**config.mk**
```make
export PLATFORM = sky130hd
export DESIGN_NAME = uart_boot_loader_flat
export DESIGN_NICKNAME = d
export VERILOG_FILES = /design/src/rtl/uart_boot_pkg.sv /design/src/rtl/uart_boot_loader_if.sv /design/src/rtl/uart_boot_timeout.sv /design/src/rtl/uart_boot_loader.sv /design/src/flat_wrapper.sv
export SDC_FILE = /design/constraint.sdc
export NUM_CORES = 1
export LEC_CHECK = 0
export CORE_ASPECT_RATIO = 0.7
export CORE_UTILIZATION = 61
export CTS_CLUSTER_DIAMETER = 60
export DETAILED_ROUTE_END_ITERATION = 6
export GPL_TIMING_DRIVEN = 0
export PLACE_DENSITY = 0.88
export SYNTH_ARGS = -nofsm -noshare
export SYNTH_HDL_FRONTEND = slang
export SYNTH_SLANG_ARGS = --single-unit
```
**constraint.sdc**
```tcl
create_clock -name clk -period 3.8 [get_ports clk]
set_input_delay 0.76 -clock clk [delete_from_list [all_inputs] [get_ports clk]]
set_output_delay 0.76 -clock clk [all_outputs]
set_load 0.005 [all_outputs]
```
**src/rtl/uart_boot_pkg.sv**
```systemverilog
// uart_boot_pkg: shared types and protocol constants for the UART boot loader.
// Contents: FSM state enum, frame sync/command bytes and response codes.
package uart_boot_pkg;

    typedef enum logic [2:0] {
        StIdle,
        StCmd,
        StAddrH,
        StAddrL,
        StCount,
        StData,
        StCsum,
        StResp
    } boot_state_e;

    localparam logic [7:0] SYNC_BYTE = 8'hA5;
    localparam logic [7:0] CMD_WRITE = 8'h01;
    localparam logic [7:0] CMD_RUN   = 8'h02;
    localparam logic [7:0] RESP_ACK  = 8'h06;
    localparam logic [7:0] RESP_NAK  = 8'h15;

endpackage

```
**src/rtl/uart_boot_loader_if.sv**
```systemverilog
// uart_boot_loader_if: groups the RX byte stream, RAM write port, TX FIFO port
// and status outputs of the boot loader.
//   master : the boot loader (consumes rx/tx_full, drives RAM/TX/status)
//   slave  : the environment (byte source, RAM, TX FIFO, CORE)
interface uart_boot_loader_if #(
    parameter int unsigned ADDR_W = 13
) ();
    logic [7:0]        rx_data;
    logic              rx_valid;
    logic [ADDR_W-1:0] ram_addr;
    logic [31:0]       ram_data;
    logic              ram_we;
    logic [7:0]        tx_data;
    logic              tx_wr;
    logic              tx_full;
    logic              core_run;
    logic              busy;

    modport master (
        input  rx_data, rx_valid, tx_full,
        output ram_addr, ram_data, ram_we, tx_data, tx_wr, core_run, busy
    );

    modport slave (
        output rx_data, rx_valid, tx_full,
        input  ram_addr, ram_data, ram_we, tx_data, tx_wr, core_run, busy
    );
endinterface

```
**src/rtl/uart_boot_timeout.sv**
```systemverilog
// uart_boot_timeout: inter-byte idle counter.
//   clk, rst_n  : clock, async active-low reset
//   clear_i     : restart the count at zero (takes priority over enable_i)
//   enable_i    : count this cycle
//   expired_o   : high in the TIMEOUT_CYCLES-th consecutive enabled, uncleared cycle
module uart_boot_timeout #(
    parameter int unsigned TIMEOUT_CYCLES = 180000
) (
    input  logic clk,
    input  logic rst_n,
    input  logic clear_i,
    input  logic enable_i,
    output logic expired_o
);
    localparam int unsigned CntW = $clog2(TIMEOUT_CYCLES + 1);

    logic [CntW-1:0] count_q, count_d;

    always_comb begin
        count_d = count_q;
        if (clear_i) begin
            count_d = '0;
        end else if (enable_i) begin
            count_d = count_q + CntW'(1);
        end
    end

    always_ff @(posedge clk or negedge rst_n) begin
        if (!rst_n) begin
            count_q <= '0;
        end else begin
            count_q <= count_d;
        end
    end

    assign expired_o = enable_i && !clear_i && (count_q == CntW'(TIMEOUT_CYCLES - 1));
endmodule

```
**src/rtl/uart_boot_loader.sv**
```systemverilog
// uart_boot_loader: parses boot frames from the RX byte stream, writes 32-bit
// words to program RAM, answers each complete frame with ACK/NAK into the TX
// FIFO and raises a sticky core_run on a valid RUN frame.
//   clk, rst_n : clock, async active-low reset
//   bus        : rx_data/rx_valid in, ram_addr/ram_data/ram_we out,
//                tx_data/tx_wr out with tx_full in, core_run/busy out
module uart_boot_loader
    import uart_boot_pkg::*;
#(
    parameter int unsigned CLK_FREQ       = 180000000,
    parameter int unsigned TIMEOUT_CYCLES = CLK_FREQ / 1000,
    parameter int unsigned ADDR_W         = 13
) (
    input  logic               clk,
    input  logic               rst_n,
    uart_boot_loader_if.master bus
);
    boot_state_e       state_q, state_d;
    logic [ADDR_W-1:0] addr_q, addr_d;
    logic [7:0]        cnt_q, cnt_d;
    logic [1:0]        byte_idx_q, byte_idx_d;
    logic [31:0]       word_q, word_d;
    logic [7:0]        csum_q, csum_d;
    logic [7:0]        resp_q, resp_d;
    logic              is_run_q, is_run_d;
    logic              run_ok_q, run_ok_d;
    logic              core_run_q, core_run_d;
    logic              ram_we_q, ram_we_d;
    logic [ADDR_W-1:0] ram_addr_q, ram_addr_d;
    logic [31:0]       ram_data_q, ram_data_d;
    logic              tx_wr;
    logic              tmo_enable, tmo_clear, tmo_expired;

    assign tmo_enable = (state_q != StIdle) && (state_q != StResp);
    assign tmo_clear  = bus.rx_valid || !tmo_enable;

    uart_boot_timeout #(
        .TIMEOUT_CYCLES(TIMEOUT_CYCLES)
    ) u_timeout (
        .clk      (clk),
        .rst_n    (rst_n),
        .clear_i  (tmo_clear),
        .enable_i (tmo_enable),
        .expired_o(tmo_expired)
    );

    always_comb begin
        state_d    = state_q;
        addr_d     = addr_q;
        cnt_d      = cnt_q;
        byte_idx_d = byte_idx_q;
        word_d     = word_q;
        csum_d     = csum_q;
        resp_d     = resp_q;
        is_run_d   = is_run_q;
        run_ok_d   = run_ok_q;
        core_run_d = core_run_q;
        ram_we_d   = 1'b0;
        ram_addr_d = ram_addr_q;
        ram_data_d = ram_data_q;
        tx_wr      = 1'b0;

        // Every byte between SYNC and CSUM feeds the running checksum.
        if (bus.rx_valid && tmo_enable && (state_q != StCsum)) begin
            csum_d = csum_q ^ bus.rx_data;
        end

        case (state_q)
            StIdle: begin
                if (bus.rx_valid && !core_run_q && (bus.rx_data == SYNC_BYTE)) begin
                    csum_d  = '0;
                    state_d = StCmd;
                end
            end
            StCmd: begin
                if (bus.rx_valid) begin
                    if (bus.rx_data == CMD_WRITE) begin
                        is_run_d = 1'b0;
                        state_d  = StAddrH;
                    end else if (bus.rx_data == CMD_RUN) begin
                        is_run_d = 1'b1;
                        state_d  = StCsum;
                    end else begin
                        state_d = StIdle;
                    end
                end
            end
            StAddrH: begin
                if (bus.rx_valid) begin
                    // Truncation drops the unused high bits of ADDR_H.
                    addr_d  = ADDR_W'({bus.rx_data, 8'h00});
                    state_d = StAddrL;
                end
            end
            StAddrL: begin
                if (bus.rx_valid) begin
                    addr_d[7:0] = bus.rx_data;
                    state_d     = StCount;
                end
            end
            StCount: begin
                if (bus.rx_valid) begin
                    cnt_d      = bus.rx_data;
                    byte_idx_d = '0;
                    state_d    = StData;
                end
            end
            StData: begin
                if (bus.rx_valid) begin
                    // Shift in from the top so byte 0 ends in bits 7:0.
                    word_d     = {bus.rx_data, word_q[31:8]};
                    byte_idx_d = byte_idx_q + 2'd1;
                    if (byte_idx_q == 2'd3) begin
                        ram_we_d   = 1'b1;
                        ram_addr_d = addr_q;
                        ram_data_d = word_d;
                        addr_d     = addr_q + ADDR_W'(1);
                        if (cnt_q == 8'd0) begin
                            state_d = StCsum;
                        end else begin
                            cnt_d = cnt_q - 8'd1;
                        end
                    end
                end
            end
            StCsum: begin
                if (bus.rx_valid) begin
                    resp_d   = (bus.rx_data == csum_q) ? RESP_ACK : RESP_NAK;
                    run_ok_d = is_run_q && (bus.rx_data == csum_q);
                    state_d  = StResp;
                end
            end
            StResp: begin
                if (!bus.tx_full) begin
                    tx_wr = 1'b1;
                    if (run_ok_q) begin
                        core_run_d = 1'b1;
                    end
                    state_d = StIdle;
                end
            end
            default: state_d = StIdle;
        endcase

        // A byte arriving in the expiry cycle wins over the timeout.
        if (tmo_expired && !bus.rx_valid) begin
            state_d = StIdle;
        end
    end

    always_ff @(posedge clk or negedge rst_n) begin
        if (!rst_n) begin
            state_q    <= StIdle;
            addr_q     <= '0;
            cnt_q      <= '0;
            byte_idx_q <= '0;
            word_q     <= '0;
            csum_q     <= '0;
            resp_q     <= '0;
            is_run_q   <= 1'b0;
            run_ok_q   <= 1'b0;
            core_run_q <= 1'b0;
            ram_we_q   <= 1'b0;
            ram_addr_q <= '0;
            ram_data_q <= '0;
        end else begin
            state_q    <= state_d;
            addr_q     <= addr_d;
            cnt_q      <= cnt_d;
            byte_idx_q <= byte_idx_d;
            word_q     <= word_d;
            csum_q     <= csum_d;
            resp_q     <= resp_d;
            is_run_q   <= is_run_d;
            run_ok_q   <= run_ok_d;
            core_run_q <= core_run_d;
            ram_we_q   <= ram_we_d;
            ram_addr_q <= ram_addr_d;
            ram_data_q <= ram_data_d;
        end
    end

    assign bus.ram_addr = ram_addr_q;
    assign bus.ram_data = ram_data_q;
    assign bus.ram_we   = ram_we_q;
    assign bus.tx_data  = resp_q;
    assign bus.tx_wr    = tx_wr;
    assign bus.core_run = core_run_q;
    assign bus.busy     = (state_q != StIdle);
endmodule

```
**src/flat_wrapper.sv**
```systemverilog
// flat-port wrapper written by rule: the top's interface ports become plain ports
module uart_boot_loader_flat import uart_boot_pkg::*;
#(
    parameter int unsigned CLK_FREQ       = 180000000,
    parameter int unsigned TIMEOUT_CYCLES = CLK_FREQ / 1000,
    parameter int unsigned ADDR_W         = 13
)
  (clk, rst_n, bus_rx_data, bus_rx_valid, bus_tx_full, bus_ram_addr, bus_ram_data, bus_ram_we, bus_tx_data, bus_tx_wr, bus_core_run, bus_busy);
  uart_boot_loader_if #(.ADDR_W(ADDR_W)) bus_i ();
  input  logic clk;
  input  logic rst_n;
  input wire logic [$bits(bus_i.rx_data)-1:0] bus_rx_data;
  input wire logic [$bits(bus_i.rx_valid)-1:0] bus_rx_valid;
  input wire logic [$bits(bus_i.tx_full)-1:0] bus_tx_full;
  output wire logic [$bits(bus_i.ram_addr)-1:0] bus_ram_addr;
  output wire logic [$bits(bus_i.ram_data)-1:0] bus_ram_data;
  output wire logic [$bits(bus_i.ram_we)-1:0] bus_ram_we;
  output wire logic [$bits(bus_i.tx_data)-1:0] bus_tx_data;
  output wire logic [$bits(bus_i.tx_wr)-1:0] bus_tx_wr;
  output wire logic [$bits(bus_i.core_run)-1:0] bus_core_run;
  output wire logic [$bits(bus_i.busy)-1:0] bus_busy;
  assign bus_i.rx_data = bus_rx_data;
  assign bus_i.rx_valid = bus_rx_valid;
  assign bus_i.tx_full = bus_tx_full;
  assign bus_ram_addr = bus_i.ram_addr;
  assign bus_ram_data = bus_i.ram_data;
  assign bus_ram_we = bus_i.ram_we;
  assign bus_tx_data = bus_i.tx_data;
  assign bus_tx_wr = bus_i.tx_wr;
  assign bus_core_run = bus_i.core_run;
  assign bus_busy = bus_i.busy;
  uart_boot_loader #(.CLK_FREQ(CLK_FREQ), .TIMEOUT_CYCLES(TIMEOUT_CYCLES), .ADDR_W(ADDR_W)) u_core (.clk(clk), .rst_n(rst_n), .bus(bus_i));
endmodule
```
Word-level counts from Yosys, hierarchy flattened
Cells that the tools add are included.

cells by class
  bitwise operators = 2
  reductions and logical operators = 32
  add/sub/neg operators = 4
  eq/ne operators = 31
  multiplexer cells = 40

operator list
  cell                                                                      number
  8-bit 2-to-1 mux                                                          7
  13-bit 2-to-1 mux                                                         3
  3-bit 2-to-1 mux                                                          13
  18-bit 2-to-1 mux                                                         2
  3-bit one-hot mux with 8 select lines                                     1
  8-bit one-hot mux with 3 select lines                                     1
  3-bit by 2-bit inequality test with 1-bit output (second input constant)  7
  18-bit by 1-bit adder with 18-bit output (second input constant)          1
  18-bit == test (second input constant)                                    1
  8-bit one-hot mux with 2 select lines                                     1
  13-bit by 1-bit adder with 13-bit output (second input constant)          1
  3-bit == test (second input constant)                                     4
  3-bit AND reduction                                                       4
  2-bit inequality test (second input constant)                             5
  5-bit one-hot mux with 2 select lines                                     1
  10-bit AND reduction                                                      1
  5-bit AND reduction                                                       2
  1-bit logical AND                                                         9
  3-bit by 1-bit inequality test with 1-bit output (second input constant)  3
  8-bit by 1-bit == test with 1-bit output (second input constant)          1
  8-bit by 2-bit == test with 1-bit output (second input constant)          1
  8-bit == test                                                             1
  8-bit == test (second input constant)                                     1
  8-bit logical NOT                                                         1
  20 further kinds                                                          37

word-level totals
  logic and storage cells = 124
  flip-flop bits (word level) = 141
  output and inout port bits = 57
  input port bits = 12

Logic depth before layout (Yosys ltp)
  depth after elaboration = 10
  gate-level depth with buffers = 7
  mapped depth without buffers = 6

Hierarchy
A second synthesis with hierarchy kept.

unflattened totals
  cells, all modules = 598
  area total of the unflattened synthesis = 6190.9 um^2

modules (own cells, without submodules)
  module             area each (um^2)  instances  seq. area each (um^2)  cells an instance
  uart_boot_loader   5273.8            1          2752.6                 504
  uart_boot_timeout  917.1             1          450.4                  94

Worst setup path after synthesis
No wires, ideal clock.

  path type = input -> register
  from = input bus_rx_data[0]
  to = register u_core.state_q[1]
  required time = 3.673 ns
  data arrival time = 1.789 ns
  slack = 1.884 ns
  setup time = 0.127 ns
  buffers on the path = 2
  stages = 6
  cells stage by stage = clkbuf_1 > and3b_1 > and4_1 > buf_2 > o21ai_1 > mux2i_1

between the ends
  word-level cells in the longest chain between the ends = 6
  elaborated cells between the ends (all ways) = 11
  those cells by class = eq/ne: 4; mux: 5; reduce/logical: 2

RTL lines
  what                                      line                     RTL
  start, declared                           flat_wrapper.sv:12       input wire logic [$bits(bus_i.rx_data)-1:0] bus_rx_data;
  8-bit by 2-bit == test with 1-bit output  uart_boot_loader.sv:80   end else if (bus.rx_data == CMD_RUN) begin
  3-bit 2-to-1 mux                          uart_boot_loader.sv:80
  3-bit 2-to-1 mux                          uart_boot_loader.sv:77   if (bus.rx_data == CMD_WRITE) begin
  3-bit 2-to-1 mux                          uart_boot_loader.sv:76   if (bus.rx_valid) begin
  3-bit one-hot mux with 8 select lines     uart_boot_loader.sv:68   case (state_q)
  3-bit 2-to-1 mux                          uart_boot_loader.sv:146  if (tmo_expired && !bus.rx_valid) begin
  end signal, assigned                      uart_boot_loader.sv:153  state_q <= StIdle;
  end signal, assigned                      uart_boot_loader.sv:167  state_q <= state_d;
  end, declared                             uart_boot_loader.sv:18   boot_state_e state_q, state_d;

Several ways; a longest one is shown, not always the timed one. The select of a mux whose other input is x is not followed.
A chain may end at the register's enable or synchronous reset.

Final worst setup path
  from = register u_core.state_q[0]
  to = output bus_busy

between the ends
  word-level cells in the longest chain between the ends = 1

RTL lines
  what                line                     RTL
  3-bit nonzero test  uart_boot_loader.sv:189  assign bus.busy = (state_q != StIdle);
  end, declared       flat_wrapper.sv:21       output wire logic [$bits(bus_i.busy)-1:0] bus_busy;

Every way passes these cells.

==> impl_metrics.tcl <==
set metrics [dict create \
    yosysWarnings 0 \
    relSlewSlack_pct 57.31 \
    slowest_stage "clkdlybuf4s50_1" \
    yosysTopAreaCell "dfrtp_1" \
    crit_fanout 9 \
    grt_max_degree 101 \
    fin_crit_sh_pct 77.62 \
    crit_arrival_ns 2.19 \
    vias 4814 \
    port-buffer-count 56 \
    synthCells 545 \
    slew_viol_final 0 \
    ios 69 \
    n_fill_cell 608 \
    yosysUniqueCellTypes 71 \
    synth_area_sq_um 6152 \
    cp_cell_sequence "buf_2, nor3_2, clkinv_1, clkdlybuf4s50_1" \
    finalSetupTns_ns 0 \
    end_kind "primary output" \
    die_h_um 86.02 \
    drive_above_1_share_pct 16.01 \
    rows 30 \
    worstMarginPinSlew_ns 0.6403 \
    grt_usage_pct 30.95 \
    htreeDepth 4 \
    cts.clk_slew.worst_paths_ns 0.06 \
    cts-hold-fix-buffers 0 \
    max_stage_delay_ns 0.54 \
    worstSkewPairLatency_ns 0.43 \
    peakVddDrop_v 0.0004283 \
    ff2ff_path_depth 6 \
    p_leak_uw 0.003465 \
    finalHoldViolations 0 \
    postCtsSetupRepairBufs 0 \
    wl_um 15030 \
    ant_nets 0 \
    clock.fmax_mhz 339.0 \
    routedWlPerCell_um 19.65 \
    antenna_cells_inserted 0 \
    grt_antenna_before_repair 0 \
    power_density_nw_per_um2 591.1 \
    setup-violations-final 0 \
    die_w_um 122.0 \
    multi_input_area_sq_um 2695 \
    status "finished, final reports clean" \
    stdcell_count 765 \
    grt_overflow 0 \
    hold_class "in -> async" \
    grt_pass1_wl_um 24270 \
    synth_seq_cells 128 \
    area_growth_pct 21.80 \
    firstDrtPassIters 6 \
    cts_root_buf "clkbuf_16" \
    maxCapViolCount 0 \
    layout_commonest_cell "dfrtp_1" \
    vias_per_cell 6.293 \
    start_kind "flip-flop" \
    cts_sinks 128 \
    dpl.cell_count 733 \
    grt_pass1_vias 4646 \
    synthTopCellsByArea "dfrtp_1, mux2_1, mux2_2, xor2_1, nand2_1" \
    r2r_start "u_core.byte_idx_q[0]" \
    critPathKind "reg -> out" \
    dp_hpwl_um 9904 \
    dieArea_sq_um 10500 \
    tritoncts "done" \
    clock_skew_ns 0.01044 \
    cts_inserted_buffers 17 \
    required_ns 3.04 \
    yosysTopAreaCellShare_pct 52.06 \
    ys_seq_area_share_pct 52.06 \
    rrSetupSlack_ns 1.79 \
    first_iter_violations 524 \
    core_area_sq_um 9759 \
    final_cell_mix "dfrtp_1, clkdlybuf4s50_1, mux2_1" \
    async_reset_ff_share_pct 100.0 \
    finalCriticalPeriod_ns 2.950 \
    seqCellArea_sq_um 3203 \
    r2r-end "u_core.addr_q[5]" \
    place_congestion 0.9093 \
    rsz0062_at_grt "no" \
    drc 0 \
    cts_resized 0 \
    syn_area_per_cell_sq_um 11.29 \
    synth_edf_count 0 \
    layout.nets 640 \
    start_util_pct 63.04 \
    synthFlopType "dfrtp_1" \
    clockBufferDepth 2 \
]
## layer usage
metal / vias to the layer above / GRT usage, % / share of wire [%]
met5: - / 0 / 0
met4: 0 / 11.22 / 1.7
met3: 35 / 8.245 / 9.1
met2: 289 / 47.30 / 46
met1: 2351 / 42.65 / 43
li1: 2139 / - / -
## critical path, delay by kind of cell (launching register included)
kind | cells | cell delay [ns]
flip-flops | 1 | 0.36
AND/OR/NAND/NOR | 1 | 0.35
buffers and inverters | 3 | 1.07
## registers in the layout, summed over array words and instances, names as in the netlist
| register | count |
|---|---|
| u_core.bus.ram_we | 1 |
| u_core.word_q | 24 |
| u_core.is_run_q | 1 |
| u_core.csum_q | 8 |
| u_core.state_q | 3 |
| u_core.addr_q | 13 |
| u_core.bus.ram_data | 32 |
| u_core.bus.tx_data | 3 |
| u_core.bus.ram_addr | 13 |
| u_core.byte_idx_q | 2 |
| u_core.u_timeout.count_q | 18 |
| u_core.bus.core_run | 1 |
| u_core.cnt_q | 8 |
| u_core.run_ok_q | 1 |
## where the power goes
part / internal [uW] / total [uW] / switching, uW / leakage [uW]
combinational: 433 / 1040 / 604 / 0.00147
sequential: 1580 / 1800 / 216 / 0.00172
clock: 949 / 1600 / 647 / 0.000279
total: 2960 / 4430 / 1470 / 0.00346
## per-stage QoR
step	utilization [%]	setup slack, ns	hold slack [ns]	power (uW)	cell area, sq um
detailed placement	70.83	0.9559	0.4558	2802	6913
global placement	70.54	-2.795	0.4365	2733	6884
global route	76.78	0.7281	0.2120	4622	7493
finish	76.78	0.8503	0.1994	4429	7493
floorplan	-	1.884	0.4245	2495	6163
CTS	76.78	0.8736	0.1972	4407	7493
## cell type report
| class | instances | share of cell area, % |
|---|---|---|
| Sequential cell | 128 | 42.74 |
| Multi-Input combinational cell | 368 | 35.97 |
| Timing Repair Buffer | 57 | 7.864 |
| Clock buffer | 20 | 6.095 |
| Buffer | 41 | 2.989 |
| Tap cell | 128 | 2.137 |
| Clock inverter | 12 | 1.653 |
| Inverter | 11 | 0.5510 |
## logic make-up after synthesis
kind of cell,after synthesis,share of synthesized area [%]
xor gates and xnor gates,27,3.844
other,1,0.06095
buffers and inverters,52,4.312
muxes,69,12.59
DFF,128,52.06
adders and majority gates,4,0.8135
and+or+nand+nor,163,14.95
AOI/OAI and AO/OA,101,11.37
## Yosys cell counts, types with 3 or more instances
master	number
or4_1	3
nor4_1	5
nor2_1	30
a21o_1	4
o21ai_1	4
a21oi_1	18
buf_4	5
o211ai_1	3
buf_6	4
nand4_1	14
inv_1	10
o21a_1	4
o21ai_0	22
xnor2_1	5
ha_1	4
nand3b_1	3
nand2_1	35
and3_1	6
and4_1	3
dfrtp_1	128
and2_1	5
or3_1	8
a21boi_0	4
xor2_1	22
nor3_1	9
and4b_1	3
a22o_1	10
clkbuf_1	15
nand3_1	16
and3b_1	4
o31ai_1	5
buf_2	17
mux2_1	39
nand2b_1	3
mux2_2	28
## worst max-delay path by stage
stage                           start                 to  slack, ns  depth (start not counted)
finish              u_core.state_q[0]           bus_busy       0.85                          4
global route        u_core.state_q[0]           bus_busy       0.73                          4
CTS                 u_core.state_q[0]           bus_busy       0.87                          4
detailed placement        bus_tx_full          bus_tx_wr       0.96                          4
global placement                rst_n   u_core.csum_q[1]      -2.79                          1
floorplan              bus_rx_data[0]  u_core.state_q[1]       1.88                          6
(Power assumes the default switching activity.)
